File: src/rtl/i2c_pkg.sv
// Shared I2C definitions: FSM state encoding, bus ACK/NACK levels, default target address.
package i2c_pkg;

  localparam logic [6:0]  DEFAULT_TARGET_ADDR = 7'h6B;
  localparam logic        SDA_ACK             = 1'b0;
  localparam logic        SDA_NACK            = 1'b1;
  localparam int unsigned BIT_CNT_W           = 3;
  localparam int unsigned BYTE_W              = 8;

  typedef enum logic [2:0] {
    ST_IDLE,
    ST_ADDR,
    ST_ADDR_ACK,
    ST_RX_DATA,
    ST_RX_ACK,
    ST_TX_DATA,
    ST_TX_ACK,
    ST_IGNORE
  } i2c_state_e;

endpackage

File: src/rtl/i2c_line_sync.sv
// SCL/SDA synchronizers with registered edge and START/STOP detection.
module i2c_line_sync #(
  parameter int unsigned SYNC_STAGES = 2
) (
  input  logic i2c_core_clk,
  input  logic rst,
  input  logic scl_in,
  input  logic sda_in,
  output logic sda,
  output logic scl_rise,
  output logic scl_fall,
  output logic start,
  output logic stop
);

  logic [SYNC_STAGES-1:0] scl_sync_q;
  logic [SYNC_STAGES-1:0] sda_sync_q;
  logic                   scl_hist_q;
  logic                   sda_hist_q;
  logic                   scl_s;
  logic                   sda_s;

  assign scl_s = scl_sync_q[SYNC_STAGES-1];
  assign sda_s = sda_sync_q[SYNC_STAGES-1];

  // Lines reset to the idle-bus level so leaving reset never fakes a START.
  always_ff @(posedge i2c_core_clk) begin
    if (rst) begin
      scl_sync_q <= '1;
      sda_sync_q <= '1;
      scl_hist_q <= 1'b1;
      sda_hist_q <= 1'b1;
      sda        <= 1'b1;
      scl_rise   <= 1'b0;
      scl_fall   <= 1'b0;
      start      <= 1'b0;
      stop       <= 1'b0;
    end else begin
      scl_sync_q <= {scl_sync_q[SYNC_STAGES-2:0], scl_in};
      sda_sync_q <= {sda_sync_q[SYNC_STAGES-2:0], sda_in};
      scl_hist_q <= scl_s;
      sda_hist_q <= sda_s;
      sda        <= sda_s;
      scl_rise   <= scl_s & ~scl_hist_q;
      scl_fall   <= ~scl_s & scl_hist_q;
      start      <= scl_s & scl_hist_q & ~sda_s & sda_hist_q;
      stop       <= scl_s & scl_hist_q & sda_s & ~sda_hist_q;
    end
  end

endmodule

File: src/rtl/i2c_target.sv
// I2C target responder: address match, ACK generation, byte receive/transmit to a local byte port.
module i2c_target
  import i2c_pkg::*;
#(
  parameter logic [6:0]  TARGET_ADDR = DEFAULT_TARGET_ADDR,
  parameter int unsigned SYNC_STAGES = 2
) (
  input  logic       i2c_core_clk,
  input  logic       rst,
  input  logic       scl_in,
  input  logic       sda_in,
  output logic       sda_out,
  output logic [7:0] rx_data,
  output logic       rx_valid,
  input  logic       rx_ready,
  input  logic [7:0] tx_data,
  output logic       tx_load,
  output logic       busy,
  output logic       rw,
  output logic       master_nack
);

  logic sda, scl_rise, scl_fall, start, stop;

  i2c_line_sync #(.SYNC_STAGES(SYNC_STAGES)) u_line_sync (
    .i2c_core_clk (i2c_core_clk),
    .rst          (rst),
    .scl_in       (scl_in),
    .sda_in       (sda_in),
    .sda          (sda),
    .scl_rise     (scl_rise),
    .scl_fall     (scl_fall),
    .start        (start),
    .stop         (stop)
  );

  i2c_state_e           state_q, state_d;
  logic [BIT_CNT_W-1:0] cnt_q, cnt_d;
  logic [BYTE_W-1:0]    shift_q, shift_d, shift_in;
  logic [BYTE_W-1:0]    rx_data_q, rx_data_d;
  logic sda_out_q, sda_out_d;
  logic rx_valid_q, rx_valid_d;
  logic busy_q, busy_d;
  logic rw_q, rw_d;
  logic master_nack_q, master_nack_d;
  logic tx_load_c;

  always_ff @(posedge i2c_core_clk) begin
    if (rst) begin
      state_q       <= ST_IDLE;
      cnt_q         <= '0;
      shift_q       <= '0;
      rx_data_q     <= '0;
      sda_out_q     <= 1'b1;
      rx_valid_q    <= 1'b0;
      busy_q        <= 1'b0;
      rw_q          <= 1'b0;
      master_nack_q <= 1'b0;
    end else begin
      state_q       <= state_d;
      cnt_q         <= cnt_d;
      shift_q       <= shift_d;
      rx_data_q     <= rx_data_d;
      sda_out_q     <= sda_out_d;
      rx_valid_q    <= rx_valid_d;
      busy_q        <= busy_d;
      rw_q          <= rw_d;
      master_nack_q <= master_nack_d;
    end
  end

  // In the ACK states, sda_out_q tells whether the ACK low is already on the bus.
  always_comb begin
    state_d       = state_q;
    cnt_d         = cnt_q;
    shift_d       = shift_q;
    rx_data_d     = rx_data_q;
    sda_out_d     = sda_out_q;
    rx_valid_d    = 1'b0;
    busy_d        = busy_q;
    rw_d          = rw_q;
    master_nack_d = 1'b0;
    tx_load_c     = 1'b0;
    shift_in      = {shift_q[BYTE_W-2:0], sda};

    if (start) begin
      state_d   = ST_ADDR;
      cnt_d     = 3'd7;
      busy_d    = 1'b0;
      sda_out_d = 1'b1;
    end else if (stop) begin
      state_d   = ST_IDLE;
      busy_d    = 1'b0;
      sda_out_d = 1'b1;
    end else begin
      case (state_q)
        ST_IDLE: sda_out_d = 1'b1;
        ST_ADDR: begin
          if (scl_rise) begin
            shift_d = shift_in;
            if (cnt_q == '0) begin
              state_d = (shift_in[7:1] == TARGET_ADDR) ? ST_ADDR_ACK : ST_IGNORE;
            end else begin
              cnt_d = cnt_q - 3'd1;
            end
          end
        end
        ST_ADDR_ACK: begin
          if (scl_fall) begin
            if (sda_out_q) begin
              sda_out_d = SDA_ACK;
              busy_d    = 1'b1;
              rw_d      = shift_q[0];
            end else if (rw_q) begin
              tx_load_c = 1'b1;
              sda_out_d = tx_data[7];
              shift_d   = {tx_data[6:0], 1'b0};
              cnt_d     = 3'd7;
              state_d   = ST_TX_DATA;
            end else begin
              sda_out_d = 1'b1;
              cnt_d     = 3'd7;
              state_d   = ST_RX_DATA;
            end
          end
        end
        ST_RX_DATA: begin
          if (scl_rise) begin
            shift_d = shift_in;
            if (cnt_q != '0) begin
              cnt_d = cnt_q - 3'd1;
            end else if (rx_ready) begin
              rx_data_d  = shift_in;
              rx_valid_d = 1'b1;
              state_d    = ST_RX_ACK;
            end else begin
              state_d = ST_IGNORE;
            end
          end
        end
        ST_RX_ACK: begin
          if (scl_fall) begin
            if (sda_out_q) begin
              sda_out_d = SDA_ACK;
            end else begin
              sda_out_d = 1'b1;
              cnt_d     = 3'd7;
              state_d   = ST_RX_DATA;
            end
          end
        end
        ST_TX_DATA: begin
          if (scl_fall) begin
            if (cnt_q == '0) begin
              sda_out_d = 1'b1;
              state_d   = ST_TX_ACK;
            end else begin
              sda_out_d = shift_q[7];
              shift_d   = {shift_q[6:0], 1'b0};
              cnt_d     = cnt_q - 3'd1;
            end
          end
        end
        ST_TX_ACK: begin
          if (scl_rise && (sda == SDA_NACK)) begin
            master_nack_d = 1'b1;
            state_d       = ST_IGNORE;
          end else if (scl_fall) begin
            tx_load_c = 1'b1;
            sda_out_d = tx_data[7];
            shift_d   = {tx_data[6:0], 1'b0};
            cnt_d     = 3'd7;
            state_d   = ST_TX_DATA;
          end
        end
        ST_IGNORE: sda_out_d = 1'b1;
        default: begin
          state_d   = ST_IDLE;
          sda_out_d = 1'b1;
        end
      endcase
    end
  end

  assign sda_out     = sda_out_q;
  assign rx_data     = rx_data_q;
  assign rx_valid    = rx_valid_q;
  assign busy        = busy_q;
  assign rw          = rw_q;
  assign master_nack = master_nack_q;
  assign tx_load     = tx_load_c;

endmodule
File: config.mk
export PLATFORM = sky130hd
export DESIGN_NAME = i2c_target
export DESIGN_NICKNAME = d
export VERILOG_FILES = /design/src/rtl/i2c_pkg.sv /design/src/rtl/i2c_line_sync.sv /design/src/rtl/i2c_target.sv
export SDC_FILE = /design/constraint.sdc
export NUM_CORES = 1
export LEC_CHECK = 0
export ABC_AREA = 1
export CAP_MARGIN = 20
export CORE_UTILIZATION = 55
export DETAILED_ROUTE_END_ITERATION = 8
export PLACE_DENSITY = 0.91
export SETUP_SLACK_MARGIN = 0.02
export SYNTH_ARGS = -nofsm -noshare
export SYNTH_HDL_FRONTEND = slang
export SYNTH_SLANG_ARGS = --single-unit
export TNS_END_PERCENT = 20
File: constraint.sdc
create_clock -name i2c_core_clk -period 3.1 [get_ports i2c_core_clk]
set_clock_uncertainty 0.05 [all_clocks]
set_input_delay 0.465 -clock i2c_core_clk [delete_from_list [all_inputs] [get_ports i2c_core_clk]]
set_output_delay 0.465 -clock i2c_core_clk [all_outputs]
set_load 0.02 [all_outputs]
==> impl_metrics.tcl, run 1 <==
set metrics [dict create \
    timing_worst_slew_pin_value_ps 619 \
    p_leak_uw 0.000955 \
    crit-reg2reg-launch "state_q[2]" \
    dieHeight_um 60.5 \
    synthMostInstantiatedCell "nand2_1" \
    synth_cells 279 \
    critPathLaunch "state_q[0]" \
    timing.max_cap.violations 0 \
    r2r-end "shift_q[4]" \
    setup_total_negative_slack_ps 0 \
    drt_iter0_drc 152 \
    clk_transition_reported_paths_ps 120 \
    seq_area_frac_synth_pct 39.4 \
    crit_arrival_ps 2150 \
    critical_path.n_buffers_inverters 2 \
    setup.reg_to_reg.worst_slack_ps 950 \
    cts_htree_levels 2 \
    tritoncts_clock_tree "done" \
    fillCellCount 289 \
    clockBufferDepth 2 \
    ctsRootBufferMaster "clkbuf_4" \
    synthesis.area_per_instance_um2 6.74 \
    critical_path_end "tx_load" \
    critical-path-top-delay-family "buffers and inverters" \
    cts_setup_buffers 0 \
    drt_pass1_iterations 5 \
    timing.critical_path.depth 6 \
    synth-edff-count 0 \
    antennaDiodeCount 0 \
    detailedPlacementHpwl_um 3350 \
    setup_repair_after_global_routing_missed_its_margin "no" \
    report.final.hold_viol_count 0 \
    timing.hold.ws_ps 378 \
    via_per_inst 5.19 \
    postCtsHoldBufs 0 \
    start_util_pct 59.6 \
    area_of_combinational_cells_with_multiple_inputs_um2 967 \
    worstPathMaxFanout 14 \
    critical_path.max_stage_delay_ps 610 \
    cp-end-kind "output port" \
    timing.hold.worst.class "flop to flop" \
    cell_at_the_slowest_stage_of_the_critical_path "clkdlybuf4s50_1" \
    clk-insertion-delay-late_ps 350 \
    final_cycle_utilization_of_the_critical_path_pct 86.1 \
    area.sequential_um2 741 \
    design.die.area_um2 3660 \
    min_period_ps 2670 \
    worstPathRequired_ps 2580 \
    post_synth_instance_area_um2 1880 \
    synthDominantAreaCellType "dfxtp_1" \
    area_delta_synth_final_pct 17.9 \
    synth_async_sr_flop_share_pct 0 \
    setup_violations 0 \
    post-synth-top-area-fraction_pct 39.4 \
    synth.net_count 294 \
    route.vias.total 1815 \
    global_route.overflow_total 0 \
    netlist_top_cells_area "dfxtp_1, nand2_1, nor2_1" \
    gpl.final_weighted_congestion 0.910 \
    antenna_found_initial 0 \
    ant_nets 0 \
    timing.critical_path.cells "inv_2, nand2_2, nor2_1, nand2_1, a21oi_1, clkdlybuf4s50_1" \
    powerDensity_nw_per_um2 710 \
    finalMaxSlewViolations 0 \
    drt_wl_total_um 4380 \
    rows 20 \
    synth_top_flop_cell "dfxtp_1" \
    post_dp_cell_area_um2 2160 \
    cts_resized 0 \
    core_area_um2 3150 \
    grt_start_max_net_pins 23 \
    maxClockFrequency_mhz 375 \
    vdd.ir_drop.worst_mv 0.548 \
    postSynthRegisterBits 37 \
    netlist_top_cells_count "nand2_1, dfxtp_1, nor2_1" \
    status "complete, no violations" \
    vias_in_the_first_global_route 1622 \
    number_of_buffers_created_by_cts 5 \
    ios 27 \
    timing.reg2reg.worst_path_depth 8 \
    yosys.cell_types.count 28 \
    criticalPathCategory "flop to output port" \
    post_route_cells_drive_above_1_share_pct 8.82 \
    grt_first_pass_wirelength_um 7300 \
    die-width_um 60.5 \
    worst_setup_path_start_kind "flop" \
    timing.max_slew.rel_slack_pct 58.7 \
    final_design_area_no_fill_um2 2220 \
    yosys_synthesis_warning_count 0 \
    wire_per_inst_um 12.5 \
    numClockSinks 37 \
    drt_drc_violations_left 0 \
    grt_use_total_pct 27.5 \
    final_nets 320 \
    place.port_buffers 26 \
]
==> cell usage in the layout, fill, tap and decap left out <==
| cell type | instances |
|---|---|
| a21oi_1 | 25 |
| and2_1 | 1 |
| buf_4 | 1 |
| clkbuf_4 | 5 |
| clkdlybuf4s50_1 | 26 |
| clkinv_2 | 2 |
| clkinvlp_4 | 1 |
| dfxtp_1 | 37 |
| ha_1 | 2 |
| inv_1 | 29 |
| inv_2 | 6 |
| nand2_1 | 59 |
| nand2_2 | 2 |
| nand3_1 | 25 |
| nand3_2 | 1 |
| nand3b_1 | 7 |
| nand4_1 | 5 |
| nor2_1 | 34 |
| nor2_2 | 1 |
| nor2_4 | 1 |
| nor3_1 | 6 |
| nor3_2 | 1 |
| nor3_4 | 1 |
| nor4_1 | 1 |
| o21a_1 | 1 |
| o21ai_0 | 15 |
| o21ai_1 | 5 |
| o21ai_2 | 1 |
| or2_2 | 4 |
| xor2_1 | 1 |
==> metal layers <==
metal  vias to the layer above  GRT usage (%)  wire, um
met5                         -              0         0
met4                         0           10.7        68
met3                         7           5.97       206
met2                        41           42.9      2010
met1                       810           37.3      2090
li1                        957              -         -
==> sequential cells by signal (all words and copies together), names as in the netlist, 2 cells and up <==
| register | cells |
|---|---|
| shift_q | 8 |
| rx_data | 8 |
| cnt_q | 3 |
| state_q | 3 |
| u_line_sync.sda_sync_q | 2 |
| u_line_sync.scl_sync_q | 2 |
==> through the flow <==
step	utilization [%]	setup slack (ps)	std cells	power (uW)
finish	70.3	430	350	1570
global route	70.3	266	350	1710
global placement	68.6	842	342	1310
detailed placement	68.6	831	342	1320
CTS	70.3	438	350	1560
floorplan	-	1440	279	1170
==> kinds of logic after synthesis <==
family	count (synthesis)	synth area share [%]
compound gates	47	12.8
xor+xnor	1	0.466
fa+ha+maj	2	1.33
buf+inv	43	9.18
flops	37	39.4
simple gates	149	36.8
==> final cells by class <==
class / instances / area share (%)
Sequential cell: 37 / 33.4
Inverter: 35 / 5.93
Clock buffer: 5 / 1.69
Timing Repair Buffer: 27 / 12.1
Tap cell: 44 / 2.48
Clock inverter: 3 / 0.790
Multi-Input combinational cell: 199 / 43.6
==> power breakdown <==
group	total [uW]	internal [uW]	switching [uW]
combinational	655	232	422
clock	247	85.5	162
sequential	672	565	106
total	1570	883	690
==> worst min-delay path by stage <==
stage                                          from                        end  slack, ps  depth (start not counted)
after floorplan           u_line_sync.scl_sync_q[0]  u_line_sync.scl_sync_q[1]        340                          1
after global placement    u_line_sync.scl_sync_q[0]  u_line_sync.scl_sync_q[1]        350                          1
after detailed placement  u_line_sync.scl_sync_q[0]  u_line_sync.scl_sync_q[1]        350                          1
after CTS                 u_line_sync.scl_sync_q[0]  u_line_sync.scl_sync_q[1]        380                          1
after global routing      u_line_sync.sda_sync_q[0]  u_line_sync.sda_sync_q[1]        400                          1
final                     u_line_sync.scl_sync_q[0]  u_line_sync.scl_sync_q[1]        380                          1
Power figures use the tool's default switching activity.
==> run 2: changes to the inputs <==
--- a/config.mk
+++ b/config.mk
@@ -7,6 +7,7 @@
 export LEC_CHECK = 0
 export ABC_AREA = 1
 export CAP_MARGIN = 20
+export CORE_ASPECT_RATIO = 1.5
 export CORE_UTILIZATION = 55
 export DETAILED_ROUTE_END_ITERATION = 8
 export PLACE_DENSITY = 0.91
==> run 2 against run 1 <==
Global-route usage decreased by 0.30 points. Hold slack got worse by 13 ps. Design area increased by 2.7%. Flip-flop and latch count unchanged. Sequential share of layout area decreased by 0.88 points. Non-clock buffer count unchanged. Via count increased by 3.2%. Register-to-register slack got worse by 30 ps. Routed wire length increased by 2.4%. Core utilization increased by 1.1 points. Clock power increased by 76%. Critical endpoint unchanged. Largest cell class unchanged. Largest power group unchanged.
==> impl_metrics.tcl, run 2 (same netlist as run 1, synthesis figures left out) <==
set metrics [dict create \
    status "complete, no violations" \
    min_period_ps 2590 \
    final_nets 320 \
    number_of_buffers_created_by_cts 5 \
    maxClockFrequency_mhz 386 \
    timing.hold.worst.class "flop to flop" \
    antennaDiodeCount 0 \
    cts_resized 0 \
    cts_setup_buffers 0 \
    start_util_pct 58.9 \
    numClockSinks 37 \
    layout.cells.most_common_list "nand2_1, dfxtp_1, nor2_1" \
    timing.max_slew.rel_slack_pct 56.8 \
    final_cycle_utilization_of_the_critical_path_pct 83.7 \
    ios 27 \
    timing.critical_path.cells "inv_2, nor2_1, nand2_1, a21oi_1, clkdlybuf4s50_1" \
    criticalPathCategory "flop to output port" \
    worstPathRequired_ps 2580 \
    report.final.hold_viol_count 0 \
    cp-end-kind "output port" \
    powerDensity_nw_per_um2 775 \
    cts_htree_levels 2 \
    via_per_inst 5.41 \
    dieHeight_um 73.6 \
    tritoncts_clock_tree "done" \
    timing_worst_slew_pin_value_ps 647 \
    drt_wl_total_um 4480 \
    gpl.final_weighted_congestion 1.01 \
    worst_setup_path_start_kind "flop" \
    clockBufferDepth 2 \
    area.sequential_um2 741 \
    design.die.area_um2 3660 \
    grt_use_total_pct 27.2 \
    worstPathMaxFanout 12 \
    rows 25 \
    timing.max_cap.violations 0 \
    core_area_um2 3190 \
    die-width_um 49.7 \
    ctsRootBufferMaster "clkbuf_8" \
    ant_nets 0 \
    layout_commonest_cell "nand2_1" \
    vdd.ir_drop.worst_mv 0.459 \
    postCtsHoldBufs 0 \
    fillCellCount 289 \
    grt_first_pass_wirelength_um 7400 \
    global_route.overflow_total 0 \
    clk-insertion-delay-late_ps 290 \
    drt_drc_violations_left 0 \
    antenna_found_initial 0 \
    cell_at_the_slowest_stage_of_the_critical_path "clkdlybuf4s50_1" \
    timing.hold.ws_ps 365 \
    grt_start_max_net_pins 23 \
    detailedPlacementHpwl_um 3430 \
    area_of_combinational_cells_with_multiple_inputs_um2 967 \
    drt_pass1_iterations 4 \
    area_delta_synth_final_pct 21.1 \
    wire_per_inst_um 13.0 \
    place.port_buffers 26 \
    clk_transition_reported_paths_ps 80 \
    setup_total_negative_slack_ps 0 \
    final_core_util_pct 71.4 \
    p_leak_uw 0.000982 \
    crit_arrival_ps 2080 \
    setup_repair_after_global_routing_missed_its_margin "no" \
    setup_violations 0 \
    post_route_cells_drive_above_1_share_pct 8.82 \
    route.vias.total 1873 \
    finalMaxSlewViolations 0 \
    critical_path.max_stage_delay_ps 610 \
    vias_in_the_first_global_route 1697 \
    drt_iter0_drc 63 \
]
## run 2: final timing paths
check	start	endpoint	slack, ps	cells after the start
worst max-delay path	state_q[2]	tx_load	510	5
worst min register to register	u_line_sync.sda_sync_q[0]	u_line_sync.sda_sync_q[1]	370	1
worst min-delay path	u_line_sync.sda_sync_q[0]	u_line_sync.sda_sync_q[1]	370	1
worst max register to register	state_q[2]	shift_q[4]	920	9
## run 2: per-layer routing
metal	track usage (%)	vias up	routed length [um]
met1	29.0	850	1840
met4	18.1	0	201
li1	-	954	-
met5	0	-	0
met2	48.2	52	2320
met3	4.97	17	123
## run 2: stage by stage
step / setup WS, ps / std cells / total power (uW) / instance area [um^2]
after CTS: 518 / 346 / 1760 / 2280
after global routing: 324 / 346 / 1890 / 2280
final: 507 / 346 / 1760 / 2280
after floorplan: 1440 / 279 / 1170 / 1880
after detailed placement: 844 / 338 / 1330 / 2160
after global placement: 888 / 338 / 1320 / 2160
## run 2: cell type report
| class | count | area share (%) |
|---|---|---|
| flip-flops and latches | 37 | 32.5 |
| clock buffers | 6 | 3.63 |
| multi-input cells | 199 | 42.5 |
| well taps | 40 | 2.20 |
| inverters | 35 | 5.77 |
| repair buffers | 27 | 11.8 |
| clock inverters | 2 | 1.65 |
## run 2: report_power, final
part | internal (uW) | total (uW) | switching, uW
logic | 233 | 659 | 426
registers | 566 | 670 | 105
clock network | 261 | 435 | 173
total | 1060 | 1760 | 704
## run 2: worst max-delay path, delay by kind of cell, from the launching register on
| family | cells | cell delay (ps) |
|---|---|---|
| AO/OA/AOI/OAI | 1 | 150 |
| buffers and inverters | 2 | 730 |
| flip-flops | 1 | 580 |
| AND/OR/NAND/NOR | 2 | 330 |
==> run 3: changes to the inputs <==
--- a/config.mk
+++ b/config.mk
@@ -8,9 +8,9 @@
 export ABC_AREA = 1
 export CAP_MARGIN = 20
 export CORE_ASPECT_RATIO = 1.5
-export CORE_UTILIZATION = 55
+export CORE_UTILIZATION = 48
 export DETAILED_ROUTE_END_ITERATION = 8
-export PLACE_DENSITY = 0.91
+export PLACE_DENSITY = 0.86
 export SETUP_SLACK_MARGIN = 0.02
 export SYNTH_ARGS = -nofsm -noshare
 export SYNTH_HDL_FRONTEND = slang
==> constraint.sdc (replaced) <==
create_clock -name i2c_core_clk -period 2.35 [get_ports i2c_core_clk]
set_clock_uncertainty 0.05 [all_clocks]
set_input_delay 0.3525 -clock i2c_core_clk [delete_from_list [all_inputs] [get_ports i2c_core_clk]]
set_output_delay 0.3525 -clock i2c_core_clk [all_outputs]
set_load 0.02 [all_outputs]
==> run 3 against run 2 <==
Combinational power rose by 37%. First-iteration DRC count rose by 4.8%. Final cell count rose by 2.0%. Routed wire length fell by 0.71%. Sequential share of layout area barely moved. Non-clock buffer count rose by 4. Clock power rose by 3%. Hold slack got worse by 0.84 ps. Flip-flop and latch count did not move.
==> impl_metrics.tcl, run 3 (same netlist as run 1, synthesis figures left out) <==
set metrics [dict create \
    number_of_buffers_created_by_cts 5 \
    worstPathMaxFanout 7 \
    worstPathRequired_ps 1950 \
    crit_arrival_ps 1740 \
    global_route.overflow_total 0 \
    clk-insertion-delay-late_ps 290 \
    ant_nets 0 \
    grt_start_max_net_pins 17 \
    min_period_ps 2140 \
    ios 27 \
    layout.cells.most_common_list "nand2_1, dfxtp_1, nor2_1" \
    setup_total_negative_slack_ps 0 \
    powerDensity_nw_per_um2 967 \
    power.internal_uw 1280 \
    gpl.final_weighted_congestion 0.929 \
    p_leak_uw 0.000994 \
    final_nets 324 \
    timing.critical_path.cells "nand2_2, nor2_1, nand2_1, a21oi_1, dlygate4sd2_1" \
    tritoncts_clock_tree "done" \
    vias_in_the_first_global_route 1687 \
    worst_setup_path_start_kind "flop" \
    grt_use_total_pct 23.9 \
    preCtsSetupSlack_ps 254 \
    design.die.area_um2 4180 \
    cp-end-kind "output port" \
    final_cycle_utilization_of_the_critical_path_pct 91.0 \
    timing.hold.worst.class "flop to flop" \
    die-width_um 53.1 \
    wire_per_inst_um 12.6 \
    final_critical_path_setup_slack_ps 211 \
    drt_iter0_drc 66 \
    layout_commonest_cell "nand2_1" \
    place.port_buffers 26 \
    numClockSinks 37 \
    clock_power_share_pct 20.3 \
    sw_frac_of_total_pct 42.0 \
    dieHeight_um 78.7 \
    via_per_inst 5.44 \
    rows 27 \
    report.final.hold_viol_count 0 \
    route.vias.total 1922 \
    timing.max_cap.violations 0 \
    clk_transition_reported_paths_ps 80 \
    antennaDiodeCount 0 \
    drt_pass1_iterations 4 \
    criticalPathCategory "flop to output port" \
    start_util_pct 50.6 \
    post_route_cells_drive_above_1_share_pct 10.0 \
    timing_worst_slew_pin_value_ps 597 \
    area_delta_synth_final_pct 21.2 \
    finalMaxSlewViolations 0 \
    cell_at_the_slowest_stage_of_the_critical_path "dfxtp_1" \
    clockBufferDepth 2 \
    drt_drc_violations_left 0 \
    power.sequential.fraction_pct 38.8 \
    proportion_of_power_drawn_by_combinational_gates_pct 40.9 \
    setup_repair_after_global_routing_missed_its_margin "no" \
    ctsRootBufferMaster "clkbuf_8" \
    drt_wl_total_um 4450 \
    status "complete, no violations" \
    core_area_um2 3720 \
    cts_htree_levels 2 \
    detailedPlacementHpwl_um 3360 \
    maxClockFrequency_mhz 467 \
    timing.max_slew.rel_slack_pct 60.2 \
    vdd.ir_drop.worst_mv 0.627 \
    setup_violations 0 \
    grt_first_pass_wirelength_um 7280 \
    p_switching_uw 926 \
    antenna_found_initial 0 \
    critical_path.max_stage_delay_ps 470 \
]
==> run 3: cell type report <==
type                       instances  area, um^2
fill                             357        1440
multi-input combinational        199         967
sequential                        37         741
timing repair buffer              31         297
inverter                          35         131
clock buffer                       5        68.8
tap                               43        53.8
clock inverter                     3        21.3
==> run 3: routing by layer <==
| layer | vias to the layer above | track usage (%) | wire length [um] |
|---|---|---|---|
| met3 | 22 | 4.65 | 246 |
| met5 | - | 0 | 0 |
| met1 | 866 | 24.8 | 1690 |
| met4 | 0 | 19.5 | 252 |
| met2 | 72 | 39.5 | 2270 |
| li1 | 962 | - | - |
==> run 3: metrics by stage <==
stage               total power, uW  instance area [um^2]  hold slack, ps  util, %  cells
detailed placement             1750                  2190             348     59.0    345
finish                         2200                  2280             364     61.3    353
global placement               1730                  2190             344     59.0    345
floorplan                      1540                  1880             339        -    279
CTS                            2210                  2280             367     61.3    353
global route                   2390                  2280             385     61.3    353
==> run 3: path summary, 6_finish.rpt <==
path	start	end	slack (ps)	cells after the start
setup / recovery	state_q[1]	tx_load	210	5
hold / removal	u_line_sync.scl_sync_q[0]	u_line_sync.scl_sync_q[1]	360	1
hold reg to reg	u_line_sync.scl_sync_q[0]	u_line_sync.scl_sync_q[1]	360	1
setup reg to reg	state_q[2]	shift_q[1]	420	9
==> run 3: power groups by stage <==
stage          Clock, uW  Combinational, uW  Sequential (uW)
2_1_floorplan          0                696              846
3_3_place_gp           0                866              861
3_5_place_dp           0                885              863
4_1_cts              462                892              852
5_1_grt              490               1020              873
6_report             447                901              856
==> run 3: repair_timing <==
action                     CTS  global route
setup endpoints to repair    1             0
hold buffers                 0             0
resized for setup            1             0
buffers inserted             0             0
==> run 3: critical path, delay by kind of cell, from the launching register on <==
kind | cells | cell delay, ps
AOI/OAI and AO/OA | 1 | 160
buffers and inverters | 1 | 350
DFF | 1 | 470
and+or+nand+nor | 3 | 460
